**config.mk**
```make
export PLATFORM = sky130hd
export DESIGN_NAME = oc8051_su_gate_ctrl
export DESIGN_NICKNAME = d
export VERILOG_FILES = /design/src/rtl/oc8051_su_gate_pkg.sv /design/src/rtl/oc8051_su_gate_match.sv /design/src/rtl/oc8051_su_gate_ctrl.sv
export SDC_FILE = /design/constraint.sdc
export NUM_CORES = 1
export LEC_CHECK = 0
export BUFFER_PORTS_ARGS = -buffer_cell sky130_fd_sc_hd__buf_2
export CORE_MARGIN = 2
export CORE_UTILIZATION = 46
export CTS_BUF_LIST = sky130_fd_sc_hd__clkbuf_8
export DETAILED_ROUTE_END_ITERATION = 7
export PLACE_DENSITY = 0.74
export SLEW_MARGIN = 20
export SYNTH_ARGS = -nofsm -noshare
export SYNTH_HDL_FRONTEND = slang
export SYNTH_SLANG_ARGS = --single-unit
```
**constraint.sdc**
```tcl
create_clock -name clk -period 2.3 [get_ports clk]
set_input_delay 0.23 -clock clk [delete_from_list [all_inputs] [get_ports clk]]
set_output_delay 0.23 -clock clk [all_outputs]
set_load 0.005 [all_outputs]
```
**src/rtl/oc8051_su_gate_pkg.sv**
```systemverilog
// Shared encodings for the supervisor gate controller.
// Latency: n/a (types and constants only).
// Backpressure: n/a.
package oc8051_su_gate_pkg;

  // FSM state encoding
  typedef enum logic [2:0] {
    ST_USER  = 3'd0,
    ST_ENTER = 3'd1,
    ST_SU    = 3'd2,
    ST_LEAVE = 3'd3,
    ST_FAULT = 3'd4
  } su_state_t;

  // Fault cause codes reported on fault_code
  localparam logic [1:0] FC_PROTO   = 2'b00;  // call and ret in the same cycle
  localparam logic [1:0] FC_BADGATE = 2'b01;  // protected target that is not a gate
  localparam logic [1:0] FC_OVF     = 2'b10;  // supervisor nesting overflow
  localparam logic [1:0] FC_LVL     = 2'b11;  // privilege counter disagrees with FSM

  // Default gate table and protected-region base
  localparam logic [15:0] GATE0_DEF     = 16'hF000;
  localparam logic [15:0] GATE1_DEF     = 16'hF010;
  localparam logic [15:0] GATE2_DEF     = 16'hF020;
  localparam logic [15:0] GATE3_DEF     = 16'hF030;
  localparam logic [15:0] PROT_BASE_DEF = 16'hF000;

  localparam logic [4:0] DEPTH_MAX = 5'd31;

endpackage

```
**src/rtl/oc8051_su_gate_match.sv**
```systemverilog
// Gate-hit and protected-range decode on a call target address.
// Latency: combinational, zero cycles.
// Backpressure: none; pure decode.
module oc8051_su_gate_match
  import oc8051_su_gate_pkg::*;
#(
  parameter logic [15:0] GATE0     = GATE0_DEF,
  parameter logic [15:0] GATE1     = GATE1_DEF,
  parameter logic [15:0] GATE2     = GATE2_DEF,
  parameter logic [15:0] GATE3     = GATE3_DEF,
  parameter logic [15:0] PROT_BASE = PROT_BASE_DEF
) (
  input  logic [15:0] i_addr,
  output logic        o_gate_hit,
  output logic        o_prot_hit
);

  // A gate is a legal entry even if it sits inside the protected region
  assign o_gate_hit = (i_addr == GATE0) || (i_addr == GATE1) ||
                      (i_addr == GATE2) || (i_addr == GATE3);
  assign o_prot_hit = (i_addr >= PROT_BASE);

endmodule

```
**src/rtl/oc8051_su_gate_ctrl.sv**
```systemverilog
// Supervisor gate FSM: admits calls only through gates, tracks nesting, flags faults.
// Latency: gated call at edge N -> enter pulse in N+1, SU in N+2; all outputs registered.
// Backpressure: stall held for the ENTER/LEAVE cycle and for the whole FAULT state.
module oc8051_su_gate_ctrl
  import oc8051_su_gate_pkg::*;
#(
  parameter logic [15:0] GATE0     = GATE0_DEF,
  parameter logic [15:0] GATE1     = GATE1_DEF,
  parameter logic [15:0] GATE2     = GATE2_DEF,
  parameter logic [15:0] GATE3     = GATE3_DEF,
  parameter logic [15:0] PROT_BASE = PROT_BASE_DEF
) (
  input  logic        clk,
  input  logic        rst,
  input  logic        call_req,
  input  logic [15:0] call_addr,
  input  logic        ret_req,
  input  logic        drop_req,
  input  logic        priv_lvl,
  input  logic        fault_clr,
  output logic        enter_su_mode,
  output logic        leave_su_mode,
  output logic        stall,
  output logic        fault,
  output logic [1:0]  fault_code,
  output logic [4:0]  nest_depth
);

  su_state_t  r_state;
  logic       r_enter;
  logic       r_leave;
  logic       r_stall;
  logic       r_fault;
  logic [1:0] r_code;
  logic [4:0] r_depth;

  logic       w_gate_hit;
  logic       w_prot_hit;

  oc8051_su_gate_match #(
    .GATE0     (GATE0),
    .GATE1     (GATE1),
    .GATE2     (GATE2),
    .GATE3     (GATE3),
    .PROT_BASE (PROT_BASE)
  ) u_match (
    .i_addr     (call_addr),
    .o_gate_hit (w_gate_hit),
    .o_prot_hit (w_prot_hit)
  );

  // State, depth and all outputs advance together; reset boots into supervisor
  always_ff @(posedge clk or posedge rst) begin
    if (rst) begin
      r_state <= ST_SU;
      r_enter <= 1'b0;
      r_leave <= 1'b0;
      r_stall <= 1'b0;
      r_fault <= 1'b0;
      r_code  <= FC_PROTO;
      r_depth <= 5'd0;
    end else begin
      // Pulses are single-cycle unless a branch below re-arms them
      r_enter <= 1'b0;
      r_leave <= 1'b0;
      case (r_state)
        ST_USER: begin
          if (call_req && ret_req) begin
            r_state <= ST_FAULT;
            r_fault <= 1'b1;
            r_stall <= 1'b1;
            r_code  <= FC_PROTO;
          end else if (call_req && w_gate_hit) begin
            r_state <= ST_ENTER;
            r_enter <= 1'b1;
            r_stall <= 1'b1;
          end else if (call_req && w_prot_hit) begin
            r_state <= ST_FAULT;
            r_fault <= 1'b1;
            r_stall <= 1'b1;
            r_code  <= FC_BADGATE;
          end
        end
        ST_ENTER: begin
          r_state <= ST_SU;
          r_stall <= 1'b0;
          r_depth <= 5'd0;
        end
        ST_SU: begin
          // Level mismatch outranks every core event; drop outranks call/ret
          if (!priv_lvl) begin
            r_state <= ST_FAULT;
            r_fault <= 1'b1;
            r_stall <= 1'b1;
            r_code  <= FC_LVL;
          end else if (drop_req) begin
            r_state <= ST_LEAVE;
            r_leave <= 1'b1;
            r_stall <= 1'b1;
            r_depth <= 5'd0;
          end else if (call_req && ret_req) begin
            r_state <= ST_FAULT;
            r_fault <= 1'b1;
            r_stall <= 1'b1;
            r_code  <= FC_PROTO;
          end else if (call_req) begin
            if (r_depth == DEPTH_MAX) begin
              r_state <= ST_FAULT;
              r_fault <= 1'b1;
              r_stall <= 1'b1;
              r_code  <= FC_OVF;
            end else begin
              r_depth <= r_depth + 5'd1;
            end
          end else if (ret_req) begin
            if (r_depth == 5'd0) begin
              r_state <= ST_LEAVE;
              r_leave <= 1'b1;
              r_stall <= 1'b1;
            end else begin
              r_depth <= r_depth - 5'd1;
            end
          end
        end
        ST_LEAVE: begin
          r_state <= ST_USER;
          r_stall <= 1'b0;
        end
        ST_FAULT: begin
          // Code and depth stay frozen for post-mortem until software clears
          if (fault_clr) begin
            r_state <= ST_USER;
            r_fault <= 1'b0;
            r_stall <= 1'b0;
            r_depth <= 5'd0;
          end
        end
        default: begin
          r_state <= ST_FAULT;
          r_fault <= 1'b1;
          r_stall <= 1'b1;
          r_code  <= FC_PROTO;
        end
      endcase
    end
  end

  assign enter_su_mode = r_enter;
  assign leave_su_mode = r_leave;
  assign stall         = r_stall;
  assign fault         = r_fault;
  assign fault_code    = r_code;
  assign nest_depth    = r_depth;

endmodule

```
==> results of run 1 <==
[report_power, final]
part	switching, mW	leakage (nW)	total, mW	internal [mW]
registers	0.0166	0.183	0.300	0.283
logic	0.138	0.429	0.278	0.139
clock network	0.0936	0.0288	0.245	0.152
[per-stage QoR]
step	util	setup WS [ps]
after floorplan	-	88.8
after global placement	0.608	237
after detailed placement	0.608	234
after CTS	0.636	211
after global routing	0.636	89.2
final	0.636	209
[metal layers]
layer  vias to the layer above  part of all wire  routed length, µm  global-route usage
met5                         -                 0                  0                   0
met2                        33              0.49               1170               0.329
met1                       474              0.44               1060               0.269
met4                         0            0.0088                 21              0.0631
li1                        489                 -                  -                   -
met3                         4             0.054                129              0.0387
[state kept, by name, summed over array words and instances, names as in the netlist]
signal / flops
nest_depth: 5
enter_su_mode: 1
leave_su_mode: 1
fault_code: 2
fault: 1
r_state: 3
stall: 1
[final cells by class]
| class | instances | share of cell area |
|---|---|---|
| tap | 27 | 0.0265 |
| timing repair buffer | 37 | 0.157 |
| sequential | 14 | 0.276 |
| clock buffer | 4 | 0.0433 |
| multi-input combinational | 87 | 0.473 |
| inverter | 8 | 0.0236 |
[worst max-delay path, cell delays in order (launching register included)]
cell	delay [ps]
dfstp_2	520
or3b_1	370
or2_4	260
a211o_1	280
o211ai_2	200
mux2_1	350
[cells in the final DEF (no fill, tap or decap), drive strengths merged, types with 2 or more instances in the layout]
cell type,n
and3b,2
nor2,8
nand2b,2
nor3,4
dfrtp,13
or4,3
ha,3
nor2b,3
nand3,6
and3,3
o21bai,2
a211o,3
o21ai,5
a21oi,7
buf,37
a21o,2
and2,2
inv,8
mux2,4
xnor2,2
nand2,6
o21a,2
clkbuf,4
a31oi,4
[logic make-up (layout without fill, tap and decap cells)]
logic type / Yosys count / count (layout)
AOI/OAI and AO/OA: 32 / 32
DFF: 14 / 14
muxes: 4 / 4
xor gates and xnor gates: 2 / 2
and+or+nand+nor: 45 / 45
adders and majority gates: 4 / 4
buffers and inverters: 12 / 49
[final timing paths]
path                                             end  slack (ps)  depth (start not counted)
setup reg to reg                   stall$_DFFE_PP0P_         210                          5
setup / recovery                   stall$_DFFE_PP0P_         210                          5
hold reg to reg                    fault$_DFFE_PP0P_         500                          1
min in group clk             leave_su_mode$_DFF_PP0_         270                          2
max in group asynchronous     r_state[1]$_DFFE_PP1P_        1910                          2
hold / removal             nest_depth[2]$_DFFE_PP0P_          20                          2
==> results.sh, run 1 <==
export IMPL_status="finished, final reports clean"
export IMPL_hold_buffers=0
export IMPL_synth_mux_area_frac=0.0449
export IMPL_clock_root_buffer="clkbuf_8"
export IMPL_worst_pin_slew_ps=563
export IMPL_cts_resized=0
export IMPL_initial_utilization=0.501
export IMPL_drc=0
export IMPL_drt_iter0_drc=36
export IMPL_critPathLaunch="r_state[1]$_DFFE_PP1P_"
export IMPL_io_pins=34
export IMPL_cp_start_kind="register"
export IMPL_synth_area_per_cell_um2=8.88
export IMPL_maxCapViolCount=0
export IMPL_track_usage=0.202
export IMPL_firstDrtPassIters=4
export IMPL_num_rows=16
export IMPL_cts_buffers=3
export IMPL_vias_per_cell=5.65
export IMPL_multi_input_area_um2=602
export IMPL_drt_total_wl_um=2370
export IMPL_grt_pass1_wl_um=4000
export IMPL_criticalPathCategory="reg -> reg"
export IMPL_cts_tree="built"
export IMPL_cp_arrival_ps=2220
export IMPL_grt_pass1_vias=943
export IMPL_tns_ps=0
export IMPL_syn_to_final_growth_pct=26.8
export IMPL_yosys_area_top_type="dfrtp_1"
export IMPL_p_total_mw=0.823
export IMPL_synth_yosys_warnings=0
export IMPL_r2r_start="r_state[1]$_DFFE_PP1P_"
export IMPL_maxSlewViolCount=0
export IMPL_ys_seq_elements=14
export IMPL_synth_most_common_cell="dfrtp_1"
export IMPL_grt_max_degree=15
export IMPL_clkSinkCount=14
export IMPL_crit_required_ps=2430
export IMPL_cts_setup_buffers=0
export IMPL_worstSkewPairLatency_ps=250
export IMPL_crit_path_end_kind="register"
export IMPL_globalplace_congestion=0.852
export IMPL_fillers=173
export IMPL_die_h_um=50.7
export IMPL_period_share=0.909
export IMPL_period_minus_slack_ps=2090
export IMPL_antenna_found_initial=0
export IMPL_overflow=0
export IMPL_finalNonFillerCells=177
export IMPL_clkTransAtPathRegs_ps=60
export IMPL_place_area_mm2=0.00122
export IMPL_dieArea_mm2=0.00257
export IMPL_core_region_area_mm2=0.00200
export IMPL_synth_compound_area_share=0.219
export IMPL_die_width_um=50.7
export IMPL_peakVddDrop_uv=500
export IMPL_setup_viol=0
export IMPL_hold_class="in -> async"
export IMPL_synth_nets=140
export IMPL_clock_fmax_mhz=478
export IMPL_hold_ws_ps=18.5
export IMPL_avgRoutedWirePerCell_um=13.4
export IMPL_syn_inst=113
export IMPL_n_antenna_cell=0
export IMPL_synth_top_family_by_area="simple AND/OR/NAND/NOR gates"
export IMPL_leakage_nw=0.640
export IMPL_clockBufferDepth=2
export IMPL_synth_edff_count=0
export IMPL_rsz0062_at_grt="no"
export IMPL_synth_top_area_share=0.324
export IMPL_fin_skew_ps=2.53
export IMPL_hold_violations=0
export IMPL_synth_fa_ha_area_frac=0.0574
export IMPL_port_buffer_count=31
export IMPL_htreeDepth=1
export IMPL_crit_fanout=3
export IMPL_yosys_area_share_simple=0.261
export IMPL_antenna_left=0
export IMPL_synth_xor_area_share=0.0175
export IMPL_yosys_top_cells_count="13 x dfrtp_1, 8 x inv_1, 8 x nor2_1"
export IMPL_fin_area_mm2=0.00127
export IMPL_placed_cells=173
export IMPL_nNetsFinal=178
export IMPL_dp_hpwl_um=1870
export IMPL_synthTopCellsByArea="dfrtp_1 32%, ha_1 3.7%, a21oi_1 3.5%"
export IMPL_slew_headroom=0.623
export IMPL_drive_gt1_frac=0.333
export IMPL_synth_cell_types=41
export IMPL_synthFlopType="dfrtp_1"
export IMPL_synthArstFlopShare=1.00
export IMPL_route_vias_total=1000
export IMPL_netlist_area_mm2=0.00100
export IMPL_power_density_mw_per_mm2=647
export IMPL_yosysSeqAreaShare=0.350
export IMPL_register_area_um2=352
Power figures use the tool's default switching activity.
==> run 2: changes to the inputs <==
Settings changed: CTS_BUF_LIST sky130_fd_sc_hd__clkbuf_8 to sky130_fd_sc_hd__clkbuf_4 sky130_fd_sc_hd__clkbuf_8, PLACE_DENSITY 0.74 to 0.81.
==> run 2 against run 1 <==
  * Fmax down 5.5%
  * Clock power down 29%
  * Hold slack better by 220 ps
  * First-iteration DRC count down 61%
  * Die area unchanged
  * Routed wire length down 0.51%
  * Critical path depth up 1
  * Design area down 2.5%
  * Sequential share of layout area up 0.70 points
  * Critical path type unchanged
  * Largest power group unchanged
==> results.sh, run 2 (synthesis gave the netlist of run 1 again) <==
export IMPL_avgRoutedWirePerCell_um=13.5
export IMPL_hold_violations=0
export IMPL_dp_slack_ps=113
export IMPL_path_cells="or3b_1, buf_4, nor2_1, o21ai_0, and3_1, mux2_2"
export IMPL_crit_end="fault_code[0]$_DFFE_PP0P_"
export IMPL_power_density_mw_per_mm2=608
export IMPL_syn_to_final_growth_pct=23.7
export IMPL_hold_class="in -> reg"
export IMPL_grt_pass1_wl_um=3760
export IMPL_cpPeakStageDelay_ps=610
export IMPL_peakVddDrop_uv=602
export IMPL_clock_fmax_mhz=452
export IMPL_r2r_start="r_state[1]$_DFFE_PP1P_"
export IMPL_htreeDepth=1
export IMPL_die_h_um=50.7
export IMPL_track_usage=0.195
export IMPL_dp_hpwl_um=1890
export IMPL_io_pins=34
export IMPL_drive_gt1_frac=0.318
export IMPL_crit_fanout=9
export IMPL_tns_ps=0
export IMPL_worstSkewPairLatency_ps=280
export IMPL_clockBufferDepth=2
export IMPL_r2r_end="fault_code[0]$_DFFE_PP0P_"
export IMPL_crit_required_ps=2470
export IMPL_slew_headroom=0.608
export IMPL_worst_pin_slew_ps=585
export IMPL_dieArea_mm2=0.00257
export IMPL_core_region_area_mm2=0.00200
export IMPL_drc=0
export IMPL_rsz0062_at_grt="no"
export IMPL_leakage_nw=0.622
export IMPL_maxSlewViolCount=0
export IMPL_period_minus_slack_ps=2210
export IMPL_antenna_left=0
export IMPL_globalplace_congestion=0.844
export IMPL_criticalPathCategory="reg -> reg"
export IMPL_regToRegSetupSlack_ps=90
export IMPL_drt_iter0_drc=14
export IMPL_cp_start_kind="register"
export IMPL_critPathLaunch="r_state[1]$_DFFE_PP1P_"
export IMPL_maxCapViolCount=0
export IMPL_vias_per_cell=5.73
export IMPL_firstDrtPassIters=4
export IMPL_clkTransAtPathRegs_ps=80
export IMPL_crit_path_end_kind="register"
export IMPL_initial_utilization=0.501
export IMPL_crit_path_top_delay_cell="dfstp_2"
export IMPL_die_width_um=50.7
export IMPL_route_vias_total=1002
export IMPL_n_antenna_cell=0
export IMPL_reg2reg_depth=6
export IMPL_period_share=0.962
export IMPL_final_common_cell="buf_2"
export IMPL_grt_pass1_vias=915
export IMPL_overflow=0
export IMPL_grt_max_degree=15
export IMPL_clock_root_buffer="clkbuf_4"
export IMPL_largest_reg_flops=5
export IMPL_fin_skew_ps=1.37
export IMPL_status="finished, final reports clean"
export IMPL_cts_tree="built"
export IMPL_place_area_mm2=0.00119
export IMPL_drt_total_wl_um=2360
export IMPL_cts_buffers=3
export IMPL_antenna_found_initial=0
export IMPL_cp_arrival_ps=2380
export IMPL_fin_area_mm2=0.00124
export IMPL_num_rows=16
export IMPL_setup_viol=0
export IMPL_port_buffer_count=31
export IMPL_nNetsFinal=176
export IMPL_final_cell_mix="31 x buf_2, 13 x dfrtp_1, 8 x inv_1, 8 x nor2_1, 7 x a21oi_1"
export IMPL_clkSinkCount=14
export IMPL_setup_slack_ps=87.8
export IMPL_p_total_mw=0.755
## run 2: worst min path at each step
stage / from / depth (start not counted) / to
after floorplan: rst / 1 / enter_su_mode$_DFF_PP0_
after global placement: rst / 2 / nest_depth[2]$_DFFE_PP0P_
after detailed placement: rst / 2 / nest_depth[2]$_DFFE_PP0P_
after CTS: drop_req / 2 / leave_su_mode$_DFF_PP0_
after global routing: drop_req / 2 / leave_su_mode$_DFF_PP0_
final: drop_req / 2 / leave_su_mode$_DFF_PP0_
## run 2: per-stage QoR
step	utilization	instances	hold slack (ps)
finish	0.620	175	235
global route	0.620	175	234
CTS	0.620	175	231
detailed placement	0.597	170	295
global placement	0.597	170	286
floorplan	-	113	119
## run 2: per-layer routing
layer / wire length (µm) / vias to the layer above / part of all wire / global-route usage
met3: 159 / 8 / 0.067 / 0.0536
met2: 1150 / 42 / 0.49 / 0.344
met1: 995 / 466 / 0.42 / 0.222
met4: 53 / 0 / 0.022 / 0.0766
li1: - / 486 / - / -
met5: 0 / - / 0 / 0
## run 2: what timing repair did
action,4_1_cts,5_1_grt
hold buffers,1,0
buffers inserted,0,0
gates resized for setup,0,0
endpoints found under the hold margin,13,0
## run 2: where the power goes
part | total (mW) | switching, mW | internal, mW
Combinational | 0.281 | 0.141 | 0.140
Clock | 0.175 | 0.0787 | 0.0963
Sequential | 0.299 | 0.0163 | 0.283
Total | 0.755 | 0.236 | 0.519
## run 2: worst max-delay path: cells and delay by family, from the launching register on
| kind | cells | cell delay [ps] |
|---|---|---|
| AO/OA/AOI/OAI | 1 | 200 |
| buffers and inverters | 1 | 170 |
| flip-flops | 1 | 610 |
| multiplexers | 1 | 280 |
| AND/OR/NAND/NOR | 3 | 850 |
## run 2: layout make-up
type / instances / area (µm²)
Fill cell: 170 / 761
Multi-Input combinational cell: 87 / 602
Sequential cell: 14 / 352
Timing Repair Buffer: 35 / 188
Clock buffer: 4 / 36.3
Tap cell: 27 / 33.8
Inverter: 8 / 30.0
